--- config.mk ---
export PLATFORM = sky130hd
export DESIGN_NAME = seq_sort_engine
export DESIGN_NICKNAME = d
export VERILOG_FILES = /design/src/rtl/seq_sort_engine.sv
export SDC_FILE = /design/constraint.sdc
export NUM_CORES = 1
export LEC_CHECK = 0
export CAP_MARGIN = 20
export CORE_MARGIN = 1
export CORE_UTILIZATION = 45
export DETAILED_ROUTE_END_ITERATION = 8
export MAX_ROUTING_LAYER = met4
export PLACE_DENSITY = 0.64
export SLEW_MARGIN = 30
export SYNTH_ARGS = -nofsm -noshare
export SYNTH_HDL_FRONTEND = slang
export SYNTH_SLANG_ARGS = --single-unit
export TNS_END_PERCENT = 30
--- constraint.sdc ---
create_clock -name clk -period 3.2 [get_ports clk]
set_input_delay 0.32 -clock clk [delete_from_list [all_inputs] [get_ports clk]]
set_output_delay 0.32 -clock clk [all_outputs]
set_load 0.01 [all_outputs]
--- src/rtl/seq_sort_engine.sv ---
// Streaming insertion sorter: (char, weight) pairs sorted on arrival, one per cycle, then streamed out.
// Optional macro SORT_PAR_OUT_EN adds the whole sorted batch on parallel buses during OUT.
module seq_sort_slot #(
  parameter int CHAR_W   = 4,
  parameter int WEIGHT_W = 5
) (
  input  logic                clk,
  input  logic                rst_n,
  input  logic                i_we,
  input  logic                i_occ,
  input  logic                i_desc,
  input  logic                i_prec_prev,
  input  logic [CHAR_W-1:0]   i_new_char,
  input  logic [WEIGHT_W-1:0] i_new_wt,
  input  logic [CHAR_W-1:0]   i_prev_char,
  input  logic [WEIGHT_W-1:0] i_prev_wt,
  output logic                o_prec,
  output logic [CHAR_W-1:0]   o_char,
  output logic [WEIGHT_W-1:0] o_wt
);
  logic [CHAR_W-1:0]   r_char;
  logic [WEIGHT_W-1:0] r_wt;

  // Ties count as preceding, so equal weights keep arrival order in both modes.
  assign o_prec = i_occ & (i_desc ? (r_wt >= i_new_wt) : (r_wt <= i_new_wt));
  assign o_char = r_char;
  assign o_wt   = r_wt;

  always_ff @(posedge clk or negedge rst_n) begin
    if (!rst_n) begin
      r_char <= '0;
      r_wt   <= '0;
    end else if (i_we && !o_prec) begin
      r_char <= i_prec_prev ? i_new_char : i_prev_char;
      r_wt   <= i_prec_prev ? i_new_wt   : i_prev_wt;
    end
  end
endmodule

module seq_sort_engine #(
  parameter int DEPTH    = 8,
  parameter int CHAR_W   = 4,
  parameter int WEIGHT_W = 5,
  localparam int RANK_W  = ($clog2(DEPTH) < 1) ? 1 : $clog2(DEPTH),
  localparam int CNT_W   = $clog2(DEPTH + 1)
) (
  input  logic                clk,
  input  logic                rst_n,
  input  logic                in_valid,
  output logic                in_ready,
  input  logic [CHAR_W-1:0]   in_char,
  input  logic [WEIGHT_W-1:0] in_weight,
  input  logic                in_last,
  input  logic                in_desc,
  output logic                out_valid,
  input  logic                out_ready,
  output logic [CHAR_W-1:0]   out_char,
  output logic [WEIGHT_W-1:0] out_weight,
  output logic [RANK_W-1:0]   out_rank,
`ifdef SORT_PAR_OUT_EN
  output logic [DEPTH*CHAR_W-1:0]   out_char_all,
  output logic [DEPTH*WEIGHT_W-1:0] out_weight_all,
  output logic [CNT_W-1:0]          out_count,
`endif
  output logic                out_last
);
  typedef enum logic [1:0] {S_IDLE, S_LOAD, S_OUT} state_t;
  state_t r_state, w_nstate;

  logic [CNT_W-1:0]  r_cnt;
  logic [RANK_W-1:0] r_rp;
  logic              r_desc, r_in_rdy;
  logic              w_acc, w_desc, w_out, w_olast, w_unused_prec;

  logic [DEPTH-1:0]                w_prec, w_occ, w_prev_prec;
  logic [DEPTH-1:0][CHAR_W-1:0]    w_char, w_prev_char;
  logic [DEPTH-1:0][WEIGHT_W-1:0]  w_wt, w_prev_wt;

  assign w_acc   = in_valid & r_in_rdy;
  assign w_desc  = (r_state == S_IDLE) ? in_desc : r_desc;
  assign w_out   = (r_state == S_OUT);
  assign w_olast = ((CNT_W'(r_rp) + CNT_W'(1)) == r_cnt);
  assign w_unused_prec = w_prec[DEPTH-1];

  // Stored entries stay sorted, so the preceding set is a prefix; the first
  // non-preceding slot takes the new item and the rest shift up by one.
  for (genvar g = 0; g < DEPTH; g++) begin : g_slot
    assign w_occ[g] = (CNT_W'(g) < r_cnt);
    if (g == 0) begin : g_first
      assign w_prev_prec[g] = 1'b1;
      assign w_prev_char[g] = '0;
      assign w_prev_wt[g]   = '0;
    end else begin : g_rest
      assign w_prev_prec[g] = w_prec[g-1];
      assign w_prev_char[g] = w_char[g-1];
      assign w_prev_wt[g]   = w_wt[g-1];
    end
    seq_sort_slot #(.CHAR_W(CHAR_W), .WEIGHT_W(WEIGHT_W)) u_slot (
      .clk(clk), .rst_n(rst_n), .i_we(w_acc), .i_occ(w_occ[g]), .i_desc(w_desc),
      .i_prec_prev(w_prev_prec[g]), .i_new_char(in_char), .i_new_wt(in_weight),
      .i_prev_char(w_prev_char[g]), .i_prev_wt(w_prev_wt[g]),
      .o_prec(w_prec[g]), .o_char(w_char[g]), .o_wt(w_wt[g])
    );
`ifdef SORT_PAR_OUT_EN
    assign out_char_all[CHAR_W*g +: CHAR_W]       = (w_out && w_occ[g]) ? w_char[g] : '0;
    assign out_weight_all[WEIGHT_W*g +: WEIGHT_W] = (w_out && w_occ[g]) ? w_wt[g]   : '0;
`endif
  end

`ifdef SORT_PAR_OUT_EN
  assign out_count = w_out ? r_cnt : '0;
`endif

  always_comb begin
    w_nstate = r_state;
    case (r_state)
      S_IDLE: if (w_acc) w_nstate = in_last ? S_OUT : S_LOAD;
      S_LOAD: if (w_acc && (in_last || r_cnt == CNT_W'(DEPTH - 1))) w_nstate = S_OUT;
      S_OUT:  if (out_ready && w_olast) w_nstate = S_IDLE;
      default: w_nstate = S_IDLE;
    endcase
  end

  always_ff @(posedge clk or negedge rst_n) begin
    if (!rst_n) r_state <= S_IDLE;
    else        r_state <= w_nstate;
  end

  // in_ready is registered so it stays low during reset and rises on the first edge after.
  always_ff @(posedge clk or negedge rst_n) begin
    if (!rst_n) begin
      r_cnt    <= '0;
      r_rp     <= '0;
      r_desc   <= 1'b0;
      r_in_rdy <= 1'b0;
    end else begin
      r_in_rdy <= (w_nstate != S_OUT);
      if (w_acc) r_cnt <= r_cnt + CNT_W'(1);
      if (w_acc && r_state == S_IDLE) r_desc <= in_desc;
      if (w_out && out_ready) begin
        if (w_olast) begin
          r_cnt <= '0;
          r_rp  <= '0;
        end else begin
          r_rp <= r_rp + RANK_W'(1);
        end
      end
    end
  end

  assign in_ready   = r_in_rdy;
  assign out_valid  = w_out;
  assign out_char   = w_out ? w_char[r_rp] : '0;
  assign out_weight = w_out ? w_wt[r_rp]   : '0;
  assign out_rank   = w_out ? r_rp         : '0;
  assign out_last   = w_out & w_olast;
endmodule

---- Word-level counts from Yosys, hierarchy flattened ----
Index checks and enable logic that the tools add are counted.
word-level totals
  bits in registers ....................... 83
  bits of input ports ..................... 15
  output and inout bits ................... 15
  word-level logic and storage cells ...... 125
operators by class
  $add $sub $neg .......................... 3
  magnitude comparators ................... 25
  equality and inequality tests ........... 5
  muxes and demuxes ....................... 39
  bitwise gates (word level) .............. 10
  reduce and logical (&&, ||, !) cells .... 22
operators by type and width
  cell                                                                   number
  4-bit two-way mux                                                      12
  5-bit two-way mux                                                      9
  5-bit greater-or-equal comparator                                      8
  5-bit <= comparator                                                    8
  3-bit by 4-bit < comparator with 1-bit output, first input constant    4
  5-bit binary-select mux with 3-bit select                              1
  4-bit binary-select mux with 3-bit select                              1
  1-bit logical AND                                                      12
  1-bit AND                                                              10
  1-bit two-way mux                                                      9
  1-bit logical NOT                                                      8
  1-bit by 4-bit < comparator with 1-bit output, first input constant    2
  2-bit by 4-bit < comparator with 1-bit output, first input constant    2
  2-bit two-way mux                                                      4
  3-bit two-way mux                                                      2
  2-bit case mux with 3 select lines                                     1
  3-bit by 1-bit adder with 4-bit output, second input constant          1
  4-bit by 1-bit adder with 4-bit output, second input constant          1
  4-bit by 3-bit equality test with 1-bit output, second input constant  1
  4-bit equality test                                                    1
  3-bit by 4-bit < comparator with 1-bit output, second input constant   1
  3-bit by 1-bit adder with 3-bit output, second input constant          1
  2-bit by 1-bit equality test with 1-bit output, second input constant  1
  2-bit equality test, second input constant                             1
  other kinds (3)                                                        3

---- Depth between registers and ports, before layout ----
  depth in word-level cells ............... 6
  gate-level depth with buffers ........... 11
  mapped depth without buffers ............ 8

---- Hierarchy ----
A second synthesis with hierarchy kept.
second synthesis, totals
  cell total of the unflattened synthesis .. 570
  area total of the unflattened synthesis .. 6103.4 µm²
by module, submodules not included
  module           times used  cells an instance  area an instance (µm²)  sequential area each (µm²)
  seq_sort_slot    8           56                 601.8                   225.2
  seq_sort_engine  1           122                1288.7                  275.3

---- Worst setup path after synthesis ----
Ideal clock, no wire load.
  path type ............................... input-to-reg
  start ................................... input in_weight[3]
  end ..................................... register g_slot[6].u_slot.r_char[0]
  library setup time ...................... 0.125 ns
  arrival time ............................ 2.709 ns
  data required time ...................... 3.075 ns
  setup slack ............................. 0.367 ns
  stages on the path ...................... 9
  buffers on the path ..................... 2
  path through ............................ clkbuf_1 -> inv_1 -> ha_1 -> and4_1 -> a21o_1 -> o311ai_4 -> and2_1 -> buf_2 -> mux2_2
between the ends
  longest elaborated chain between the ends .. 5
  elaborated cells on any way between the ends .. 11
  classes of those cells .................. order compare (4); mux (3); bitwise (2); reduce/logical (2)
RTL lines
  element                                                                   line  RTL
  start, declared                                                           52    input logic [WEIGHT_W-1:0] in_weight,
  5-bit <= comparator or 5-bit greater-or-equal comparator (tied branches)  25    assign o_prec = i_occ & (i_desc ? (r_wt >= i_new_wt) : (r_wt <= i_new_wt));
  1-bit two-way mux                                                         25
  1-bit AND                                                                 25
  1-bit logical NOT                                                         33    end else if (i_we && !o_prec) begin
  1-bit logical AND                                                         33
  end signal, assigned                                                      34    r_char <= i_prec_prev ? i_new_char : i_prev_char;
  end, declared                                                             21    logic [CHAR_W-1:0] r_char;
Parallel ways exist; a longest one is shown, timed or not.
A chain may end at the register's enable or synchronous reset.

---- Worst setup path in the final report ----
  start ................................... input in_weight[3]
  end ..................................... register g_slot[1].u_slot.r_wt[3]
between the ends
  longest elaborated chain between the ends .. 5
  elaborated cells on any way between the ends .. 11
  classes of those cells .................. order compare (4); mux (3); bitwise (2); reduce/logical (2)
RTL lines
  element                                                                   line  RTL
  5-bit <= comparator or 5-bit greater-or-equal comparator (tied branches)  25
  1-bit two-way mux                                                         25
  1-bit AND                                                                 25
  1-bit logical NOT                                                         33
  1-bit logical AND                                                         33
  end signal, assigned                                                      35    r_wt <= i_prec_prev ? i_new_wt : i_prev_wt;
  end, declared                                                             22    logic [WEIGHT_W-1:0] r_wt;
Parallel ways exist; a longest one is shown, timed or not.

==> impl_metrics.toml <==
[pwr]
power.share.sequential_pct = 24.3
vdd_ir_drop_max_uv = 406
clockPowerShare_pct = 10.6
swShare_pct = 43.5
p_switching_mw = 4.08
pwr_density_cell_nw_per_um2 = 1250
leakagePower_nw = 3.26
comb_power_share_pct = 65.0
p_int_mw = 5.31

[placed_design]
portBuffers = 29
hpwl_mm = 13.6
gp_congestion = 0.888
dpl-instance-area_sq_um = 7230

[setup_path]
worst-path-stages = 11
start_kind = "input port"
reg2reg_from = "g_slot[4].u_slot.o_wt[3]"
crit_fanout = 9
crit_family = "buffers and inverters"
rr_worst_depth = 8
reg2reg_slack_ps = 620
max_stage_delay_ps = 480
critPathSlowestCell = "clkdlybuf4s50_1"
worst-path-buf-inv = 4
critPathKind = "input port to flip-flop"
crit_path_end = "g_slot[1].u_slot.o_wt[3]"
worstPathArrival_ps = 3110
r2r_end = "g_slot[5].u_slot.o_char[1]"
worstPathCellList = "clkdlybuf4s50_1 -> inv_1 -> buf_4 -> ha_1 -> and4b_1 -> o21ai_0 -> a21oi_1 -> o21a_1 -> buf_4 -> a221o_1 -> mux2_2"
required_ps = 3440
cpMostUsedCell = "buf_4"
crit_path_start = "in_weight[3]"
end_kind = "flip-flop"

[cells_and_area]
nets = 729
nFillCells = 1238
drive_above_1_share_pct = 24.7
diodes = 0
finalInstanceArea_sq_um = 7530
multi_input_area_sq_um = 4210
seqCellArea_sq_um = 2080
area_delta_synth_final_pct = 15.5

[clock_tree]
h-tree-depth = 3
root_buffer = "clkbuf_16"
clk_path_buf_depth = 2
cts_hold_buf = 0
post-cts-setup-buffer-count = 0
clk_pin_slew_ps = 60
cts_buffers = 9
clock-sinks = 83
clk_latency_ps = 350
cts.repair.resized = 0
cts_tree = "built"

[sta]
hold_viol_final = 1
finalCriticalPeriod_ps = 2870
rsz0062_at_grt = "no"
fmax_mhz = 348
worstMarginPinSlew_ps = 810
period_share_pct = 89.8
max-slew-margin-rel_pct = 46.0
fin_tns_setup_ps = 0
drv_slew = 0
setup_viol = 0
hold_slack_ps = -0.923
finClkSkew_ps = 7.82

[flow_run]
maxCapViolations = 0

[floorplan]
ios = 30
row_count = 43
fp.dieArea_sq_um = 15000
core_sq_um = 14000
start_util_pct = 46.6
die_x_microns = 122
fp.dieH_microns = 122

[synth]
post_synth.cell_area_avg_sq_um = 10.4
yosysSeqAreaShare_pct = 31.9
synth_most_common_cell = "dfrtp_1"
synth-edff-count = 0
ys_warn_count = 0
synth_top_area_share_pct = 31.9
ys.flop_type = "dfrtp_1"
synthTopCellsByArea = "dfrtp_1, mux2_2, ha_1"
netlist_area_sq_um = 6520
synth.net_count = 684
synth_common_cells = "dfrtp_1, nand2_1, mux2_2"
synth_top_area_cell = "dfrtp_1"
yosys_register_bits = 83
async_flop_share_pct = 100
synth_cell_types = 54
syn_inst = 626

[global_route]
use_met2_pct = 42.3
met3_usage_pct = 3.25
grt_max_degree = 84
grt_remaining_overflow = 0
grt_pass1_wl_mm = 30.3
grt_pass1_vias = 5490
top_usage_layer = "met2"
met1_usage_pct = 37.3
grt.total_usage_pct = 27.5
grt_antenna_before_repair = 0

[route]
drt-wirelength-per-cell_microns = 21.7
route.detailed.drc = 0
vias = 5551
drt_pass1_iterations = 5
wl_mm = 18.6
viasPerCell = 6.48
postRouteAntennaNets = 0
initialDrtViolationCount = 395

[status]
status = "finished, violations left"
failed_checks = "hold timing"

[worst_hold_path]
hold_class = "input port to async pin"
power by group through the flow:
| stage | clock network [mW] | registers (mW) | logic, mW |
|---|---|---|---|
| after global routing | 1.07 | 2.37 | 6.66 |
| after floorplan | 0 | 2.02 | 4.49 |
| after detailed placement | 0 | 2.28 | 6.00 |
| after global placement | 0 | 2.26 | 5.83 |
| after CTS | 1.02 | 2.27 | 6.04 |
| final | 1.00 | 2.29 | 6.11 |
how the worst min path moves through the flow:
stage	end	depth (start not counted)	slack, ps
2_1_floorplan	g_slot[0].u_slot.o_char[0]	0	20
3_3_place_gp	g_slot[7].u_slot.o_char[1]	1	490
3_5_place_dp	g_slot[0].u_slot.o_wt[1]	1	450
4_1_cts	r_rp[2]	1	70
5_1_grt	g_slot[0].u_slot.o_wt[4]	1	110
6_report	r_rp[2]	1	-0.9
registers in the layout, summed over array words and instances (netlist names):
| signal | flops |
|---|---|
| g_slot.u_slot.o_char | 32 |
| r_rp | 3 |
| g_slot.u_slot.o_wt | 40 |
| r_cnt | 4 |
| r_state | 2 |
| r_desc | 1 |
| in_ready | 1 |
metrics by stage:
step           power [mW]  utilization, %  setup WS, ps  cells
6_report             9.39            53.8           326    856
5_1_grt              10.1            53.8          84.1    856
4_1_cts              9.33            53.7           114    856
3_5_place_dp         8.29            51.7          -237    840
3_3_place_gp         8.09            51.7         -72.0    840
2_1_floorplan        6.51               -           367    626
cell type report:
type,count,area share [%]
Clock buffer,11,3.22
Timing Repair Buffer,73,8.76
Multi-Input combinational cell,483,55.9
Clock inverter,5,0.499
Inverter,21,1.05
Sequential cell,83,27.6
Tap cell,180,2.99
placed cells by master (no fill, tap or decap), types with 3 or more instances in the layout:
cell             synthesis  final
and3_1                   9      9
buf_4                    4     41
nor3_2                   1      4
clkdlybuf4s50_1          0     28
a21boi_0                 3      3
o21a_1                   8      8
a221o_1                 50     50
mux2i_1                 15     15
clkbuf_16                0      9
o22ai_1                  5      5
mux2_4                  10     10
xor2_1                   5      5
inv_1                   21     21
nand2_1                 75     75
mux4_2                  18     18
a22o_1                   9      9
mux2_2                  60     60
and4b_1                  3      3
nand3_1                 15     15
a21oi_2                  2      3
o41ai_1                  4      4
a21o_1                   9      9
a21oi_1                 14     13
and4_1                   4      4
o31ai_1                 18     18
a31oi_1                  3      3
ha_1                    43     43
xnor2_1                  4      4
nor2_1                  19     19
and2_1                   7      7
dfrtp_1                 83     83
a221oi_1                 4      4
mux2_1                   8      8
o21ai_0                 29     29
buf_12                   0      3
logic make-up after synthesis:
group	synth area share (%)
AO/OA/AOI/OAI	20.9
AND/OR/NAND/NOR	11.1
multiplexers	22.8
flip-flops	31.9
buffers and inverters	3.86
adder cells (fa/ha/maj)	8.26
XOR/XNOR	1.21
metal layers:
metal / vias to the layer above / share of wire, % / wire, microns
met5: - / 0 / 0
met1: 2811 / 45 / 8280
li1: 2515 / - / -
met3: 24 / 5.6 / 1050
met2: 201 / 48 / 8930
met4: 0 / 1.8 / 326
(Power assumes the default switching activity.)
